File: config.mk
export PLATFORM = sky130hd
export DESIGN_NAME = game_sequencer
export DESIGN_NICKNAME = d
export VERILOG_FILES = /design/src/rtl/game_sequencer.sv
export SDC_FILE = /design/constraint.sdc
export NUM_CORES = 1
export LEC_CHECK = 0
export ABC_AREA = 1
export CAP_MARGIN = 10
export CORE_ASPECT_RATIO = 1.75
export CORE_MARGIN = 1
export CORE_UTILIZATION = 58
export CTS_CLUSTER_DIAMETER = 30
export CTS_CLUSTER_SIZE = 20
export DETAILED_ROUTE_END_ITERATION = 7
export GPL_TIMING_DRIVEN = 0
export PLACE_DENSITY_LB_ADDON = 0.05
export SLEW_MARGIN = 20
export SYNTH_ARGS = -nofsm -noshare
export SYNTH_HDL_FRONTEND = slang
export SYNTH_SLANG_ARGS = --single-unit
File: constraint.sdc
create_clock -name CLOCK_50 -period 2.6 [get_ports CLOCK_50]
set_clock_uncertainty 0.2 [all_clocks]
set_input_delay 0.52 -clock CLOCK_50 [delete_from_list [all_inputs] [get_ports CLOCK_50]]
set_output_delay 0.52 -clock CLOCK_50 [all_outputs]
set_load 0.005 [all_outputs]
File: src/rtl/game_sequencer.sv
// ============================================================================
//  Module   : game_sequencer
//  Purpose  : Top-level game FSM sequencing the ball datapath through serve,
//             play, pause, miss and game-over. Drives the ball reset/pause
//             controls, generates the ball movement tick and keeps lives and
//             score from ball position and hit pulses.
//  Revision : 1.0  initial release
// ----------------------------------------------------------------------------
//  Ports
//    CLOCK_50   in   1        system clock
//    reset      in   1        asynchronous, active-low
//    start      in   1        start button level (acted on at rising edge)
//    pause_btn  in   1        pause button level (rising edge toggles pause)
//    ball_y     in   10       ball y coordinate
//    ball_hit   in   1        1-cycle pulse, ball hit a target (+1 score)
//    tick       out  1        1-cycle movement pulse every CLK_DIV cycles
//    ball_reset out  1        holds the ball at its start position
//    ball_pause out  1        freezes ball movement
//    state      out  3        IDLE=0 SERVE=1 PLAY=2 PAUSED=3 LOST=4 OVER=5
//    lives      out  2        remaining lives
//    score      out  SCORE_W  current score, saturating
//    game_over  out  1        high while in OVER
//    high_score out  SCORE_W  best score (0 unless HIGH_SCORE_EN)
//  Build option
//    HIGH_SCORE_EN : when defined, keeps a high-score register updated on
//                    the LOST->OVER transition; otherwise high_score is 0.
// ============================================================================
`default_nettype none

module game_sequencer #(
    parameter int CLK_DIV     = 50000,
    parameter int SERVE_DELAY = 60,
    parameter int LIVES       = 3,
    parameter int SCREEN_H    = 480,
    parameter int SCORE_W     = 8
) (
    input  logic               CLOCK_50,
    input  logic               reset,
    input  logic               start,
    input  logic               pause_btn,
    input  logic [9:0]         ball_y,
    input  logic               ball_hit,
    output logic               tick,
    output logic               ball_reset,
    output logic               ball_pause,
    output logic [2:0]         state,
    output logic [1:0]         lives,
    output logic [SCORE_W-1:0] score,
    output logic               game_over,
    output logic [SCORE_W-1:0] high_score
);

    localparam int DIV_W = (CLK_DIV > 1) ? $clog2(CLK_DIV) : 1;
    localparam int SRV_W = (SERVE_DELAY > 1) ? $clog2(SERVE_DELAY) : 1;
    localparam logic [DIV_W-1:0] DIV_LAST   = DIV_W'(CLK_DIV - 1);
    localparam logic [SRV_W-1:0] SRV_LAST   = SRV_W'(SERVE_DELAY - 1);
    localparam logic [9:0]       Y_LIMIT    = 10'(SCREEN_H);
    localparam logic [1:0]       LIVES_INIT = 2'(LIVES);

    typedef enum logic [2:0] {
        S_IDLE   = 3'd0,
        S_SERVE  = 3'd1,
        S_PLAY   = 3'd2,
        S_PAUSED = 3'd3,
        S_LOST   = 3'd4,
        S_OVER   = 3'd5
    } state_t;

    state_t           st;
    logic [DIV_W-1:0] div_cnt;
    logic [SRV_W-1:0] serve_cnt;
    logic             start_q;
    logic             pause_q;
    logic             start_re;
    logic             pause_re;
    logic             counting;
    logic             miss;

    assign state    = st;
    assign counting = (st == S_SERVE) || (st == S_PLAY);
    assign tick     = counting && (div_cnt == DIV_LAST);
    assign miss     = (ball_y >= Y_LIMIT);

    // Registered rising-edge detectors for the two buttons.
    always_ff @(posedge CLOCK_50 or negedge reset) begin
        if (!reset) begin
            start_q  <= 1'b0;
            pause_q  <= 1'b0;
            start_re <= 1'b0;
            pause_re <= 1'b0;
        end else begin
            start_q  <= start;
            pause_q  <= pause_btn;
            start_re <= start & ~start_q;
            pause_re <= pause_btn & ~pause_q;
        end
    end

    // Movement divider: runs in SERVE/PLAY, freezes in PAUSED so play resumes
    // mid-period, and is zeroed everywhere else.
    always_ff @(posedge CLOCK_50 or negedge reset) begin
        if (!reset) begin
            div_cnt <= '0;
        end else if (counting) begin
            div_cnt <= tick ? '0 : div_cnt + 1'b1;
        end else if (st != S_PAUSED) begin
            div_cnt <= '0;
        end
    end

    // Game FSM. Ball controls and game_over are assigned alongside each
    // transition so they are correct from the first cycle of the new state.
    always_ff @(posedge CLOCK_50 or negedge reset) begin
        if (!reset) begin
            st         <= S_IDLE;
            serve_cnt  <= '0;
            lives      <= 2'd0;
            score      <= '0;
            ball_reset <= 1'b1;
            ball_pause <= 1'b1;
            game_over  <= 1'b0;
        end else begin
            case (st)
                S_IDLE, S_OVER: begin
                    if (start_re) begin
                        st         <= S_SERVE;
                        lives      <= LIVES_INIT;
                        score      <= '0;
                        serve_cnt  <= '0;
                        ball_reset <= 1'b1;
                        ball_pause <= 1'b1;
                        game_over  <= 1'b0;
                    end
                end
                S_SERVE: begin
                    if (tick) begin
                        if (serve_cnt == SRV_LAST) begin
                            serve_cnt  <= '0;
                            st         <= S_PLAY;
                            ball_reset <= 1'b0;
                            ball_pause <= 1'b0;
                        end else begin
                            serve_cnt <= serve_cnt + 1'b1;
                        end
                    end
                end
                S_PLAY: begin
                    // A hit coinciding with a miss still scores.
                    if (ball_hit && (score != '1)) begin
                        score <= score + 1'b1;
                    end
                    // Miss takes priority; a simultaneous pause edge is dropped.
                    if (miss) begin
                        st         <= S_LOST;
                        ball_reset <= 1'b1;
                        ball_pause <= 1'b1;
                    end else if (pause_re) begin
                        st         <= S_PAUSED;
                        ball_pause <= 1'b1;
                    end
                end
                S_PAUSED: begin
                    if (pause_re) begin
                        st         <= S_PLAY;
                        ball_pause <= 1'b0;
                    end
                end
                S_LOST: begin
                    ball_reset <= 1'b1;
                    ball_pause <= 1'b1;
                    if (lives <= 2'd1) begin
                        lives     <= 2'd0;
                        st        <= S_OVER;
                        game_over <= 1'b1;
                    end else begin
                        lives <= lives - 2'd1;
                        st    <= S_SERVE;
                    end
                end
                default: begin
                    st         <= S_IDLE;
                    serve_cnt  <= '0;
                    ball_reset <= 1'b1;
                    ball_pause <= 1'b1;
                    game_over  <= 1'b0;
                end
            endcase
        end
    end

`ifdef HIGH_SCORE_EN
    logic [SCORE_W-1:0] best;

    // Updated only when the final life is lost; survives restarts.
    always_ff @(posedge CLOCK_50 or negedge reset) begin
        if (!reset) begin
            best <= '0;
        end else if ((st == S_LOST) && (lives <= 2'd1) && (score > best)) begin
            best <= score;
        end
    end

    assign high_score = best;
`else
    assign high_score = '0;
`endif

endmodule

`default_nettype wire
==> impl.org <==
** Power and ir drop
- Internal Pwr Total :: 1.44 mW
- Per report_power, the sequential group accounts for 35.6% of the total.
- The clock network is responsible for 20.9% of the overall power.
- Dividing total power by cell area gives a power density of 758 nW/um^2.
- Static Leakage :: 1.49 nW
- Switching Power :: approximately 0.94 mW
- Combinational fraction of design power :: 43.6%
- Of the total power, the share spent switching nets is 39.6%.
- Overall power consumption after layout is estimated at ~2.4 mW.
- IR analysis of the VDD net gives a maximum drop of 0.502 mV.

** Routing
- DRC violation count after routing :: 0
- The first detailed-routing pass took 4 iterations.
- Average vias per placed instance :: 5.36
- Routed len/inst :: 13.5 um
- Met3 WL :: 162 um
- Final antenna-violating net count :: 0
- The highest metal layer carrying signal wires in the routed design is met4.
- Wire length on met1 :: about 2300 um
- Total met2 wirelength after detailed routing :: 3450 um
- Wires add up to 6050 um.
- The detailed router finished its first iteration with 79 violations.
- Via count of the routed design :: between 2000 and 2500

** Worst setup path
- STA puts the critical path data required time at 1.88 ns.
- In this run the critical register-to-register path is launched from div_cnt[1].
- The most critical setup path has its endpoint at tick.
- Of all nets on the critical path, the largest fanout is 3.
- CP startpoint kind :: flip-flop
- Crit path arrival time :: around 1.9 ns
- STA classifies the critical path endpoint as an output port.
- Register-to-register setup slack :: between 0.5 and 0.6 ns
- Worst setup path class :: reg -> out
- Critical register-to-register path endpoint :: div_cnt[10]
- R2R cell count :: 8
- Worst setup startpoint :: div_cnt[5]

** Clock network
- CTS root buf :: clkbuf_8
- Buffers inserted during clock tree synthesis total 5.
- Max Root-Sink Buffers :: 2
- Number of clock sinks :: 42
- Clk_lat worst skew :: 0.30 ns
- Clock-pin slew reported for the worst setup and hold paths after clock tree synthesis :: 0.08 ns
- CTS tree :: done
- The H-tree was split into 2 levels.

** Global route
- Via count of the first global-routing pass :: 2163
- Global routing finished with a remaining overflow of 0.
- The first global-routing pass estimated 9310 um of wire.
- Overall track demand over capacity in global routing :: 27.4%
- The initial antenna violation count was 0.
- Entering global routing, the biggest net connects 23 pins.

** Logic synthesis
- Distinct cells, synth :: 33
- Summing every instance area after synthesis gives 2500 um^2.
- Post-Syn Instances :: 344
- Most area-consuming cells after synthesis :: dfrtp_1 40%, nand2_1 17%, nand3_1 6.6%, nor2_1 5.8%, inv_1 4.8%
- Most used flip-flop cell after synthesis :: dfrtp_1
- Each instance of the synthesized netlist takes up on average 7.28 um^2.
- Fraction of the yosys area taken by sequential cells :: around 42%
- Counting flops and latches in the post-synthesis netlist gives between 40 and 50.
- Counting flops with a built-in enable in the synthesized netlist gives 0.
- Share of synthesized flip-flops with an asynchronous set or reset :: 100%
- Yosys Warn Count :: 0
- dfrtp_1 takes more of the synthesized area than any other cell.
- Portion of synthesized cell area occupied by the leading cell type :: 40.0%

** Timing
- Final setup fails :: 0
- The hold violation total from the final report is 0.
- The worst pin sits at a relative slew slack of 62.9%.
- The total count of max-transition violations in the final report is 0.
- The final critical path takes up 99.2% of the cycle.
- The worst path needs 2.58 ns of the cycle, external delays included.
- For this run, the top clock speed supported by timing is 0.388 GHz.
- In the final timing run, aggregate negative setup slack is 0 ns.
- For the pin with the worst max-slew slack, the measured transition is 0.556 ns.

** Floorplanning
- The die is 51.7 um wide.
- Once the floorplan was initialized, standard cells occupied 60.4% of the core.
- Cell Rows :: 31
- Area of the die :: around 4600 um^2
- Number of primary I/O pins :: 40
- Die extent in y :: 88.9 um
- Core Box Area :: 4150 um^2

** Finish
- The net count of the finished layout is 417.
- Count of antenna diodes in the layout :: 0
- Compared with the post-synthesis result, the final layout area differs by 25.3%.
- Fraction of final layout cells with drive strength greater than 1 :: 16.3%
- FILL cells :: ~330

** Outcome
- Outcome :: finished clean

** Placed design
- Detailed placement HPWL :: around 4300 um
- The count of buffers added on input and output ports is 26.
- The congestion estimate from routability-driven global placement came to about 0.85.

** Min path
- Min-delay worst type :: in -> async

** Job
- Maximum capacitance violations :: 0
==> cell usage in the layout (no fill, tap or decap), drive strengths merged, types with 9 or more instances in the layout <==
cell type	instances
nand3	34
o21ai	18
buf	27
inv	35
nor2	41
dfrtp	40
clkdlybuf4s50	25
nor3	9
nand2	116
==> through the flow <==
step                      util, %  setup WS, ns  instances  hold slack, ns  area [um^2]
after floorplan                 -         0.743        351          0.0244         2530
after global placement       68.7        -0.287        426           0.184         2850
after detailed placement     69.3        0.0124        427           0.194         2880
after CTS                    73.9       0.00212        441          0.0155         3070
after global routing         75.6       -0.0325        449          0.0297         3140
final                        75.6        0.0195        449         0.00684         3140
==> cell usage after synthesis, types with 2 or more instances <==
| cell type | count |
|---|---|
| nand2_1 | 112 |
| dfrtp_1 | 40 |
| nor2_1 | 39 |
| nand3_1 | 33 |
| inv_1 | 32 |
| o21ai_0 | 17 |
| buf_4 | 8 |
| nor3_1 | 8 |
| a21oi_1 | 6 |
| nand4_1 | 6 |
| nand3b_1 | 5 |
| xor2_1 | 5 |
| ha_1 | 3 |
| inv_2 | 3 |
| nand2_2 | 3 |
| o22ai_1 | 3 |
| buf_6 | 2 |
| dfstp_2 | 2 |
| nor2_4 | 2 |
| or2_2 | 2 |
==> power groups by stage <==
stage	registers, mW	clock network, mW	logic (mW)
final	0.846	0.497	1.04
after global placement	0.849	0	0.901
after CTS	0.840	0.506	0.996
after detailed placement	0.852	0	0.933
after floorplan	0.841	0	0.614
after global routing	0.854	0.532	1.15
==> critical path, stage by stage (launching register included) <==
cell and delay (ns):
dfrtp_1 0.41, inv_1 0.11, nand2_1 0.11, nor3_4 0.26, nand3_4 0.12, inv_1 0.07
clkdlybuf4s50_1 0.49
==> layer usage <==
metal | track usage (%) | vias to the layer above
met1 | 26.8 | 1126
met5 | 0 | -
met2 | 56.0 | 68
met3 | 3.57 | 12
li1 | - | 1201
met4 | 9.34 | 0
==> worst min path at each step <==
stage	cells after the start	from	slack, ns	to
detailed placement	1	start_q	0.19	start_re
global route	1	reset	0.03	score[7]
global placement	1	start_q	0.18	start_re
CTS	1	reset	0.02	score[7]
floorplan	0	reset	0.02	div_cnt[0]
finish	1	reset	0.007	score[7]
==> repair_timing <==
item,CTS,global route
hold buffers,0,0
endpoints found under the setup margin,1,1
pin swaps,3,5
buffers inserted,6,8
resized for setup,9,8
==> kinds of logic after synthesis <==
group | share of synthesized area [%]
simple gates | 37.8
flops | 42.1
buf+inv | 8.74
xor+xnor | 2.10
fa+ha+maj | 1.50
compound gates | 7.69
other cells | 0.150
==> registers in the layout, summed over array words and instances (netlist names) <==
signal,count
pause_q,1
serve_cnt,6
start_re,1
game_over,1
score,8
start_q,1
lives,2
ball_reset,1
div_cnt,16
pause_re,1
state,3
ball_pause,1
==> area by class of cell <==
| cell class | instances | area (um^2) | area share (%) |
|---|---|---|---|
| Tap cell | 49 | 61.3 | 1.95 |
| Multi-Input combinational cell | 263 | 1300 | 41.5 |
| Timing Repair Buffer | 41 | 388 | 12.4 |
| Buffer | 11 | 87.6 | 2.79 |
| Sequential cell | 42 | 1060 | 33.8 |
| Inverter | 35 | 131 | 4.18 |
| Clock buffer | 8 | 110 | 3.51 |
Power figures use the tool's default switching activity.
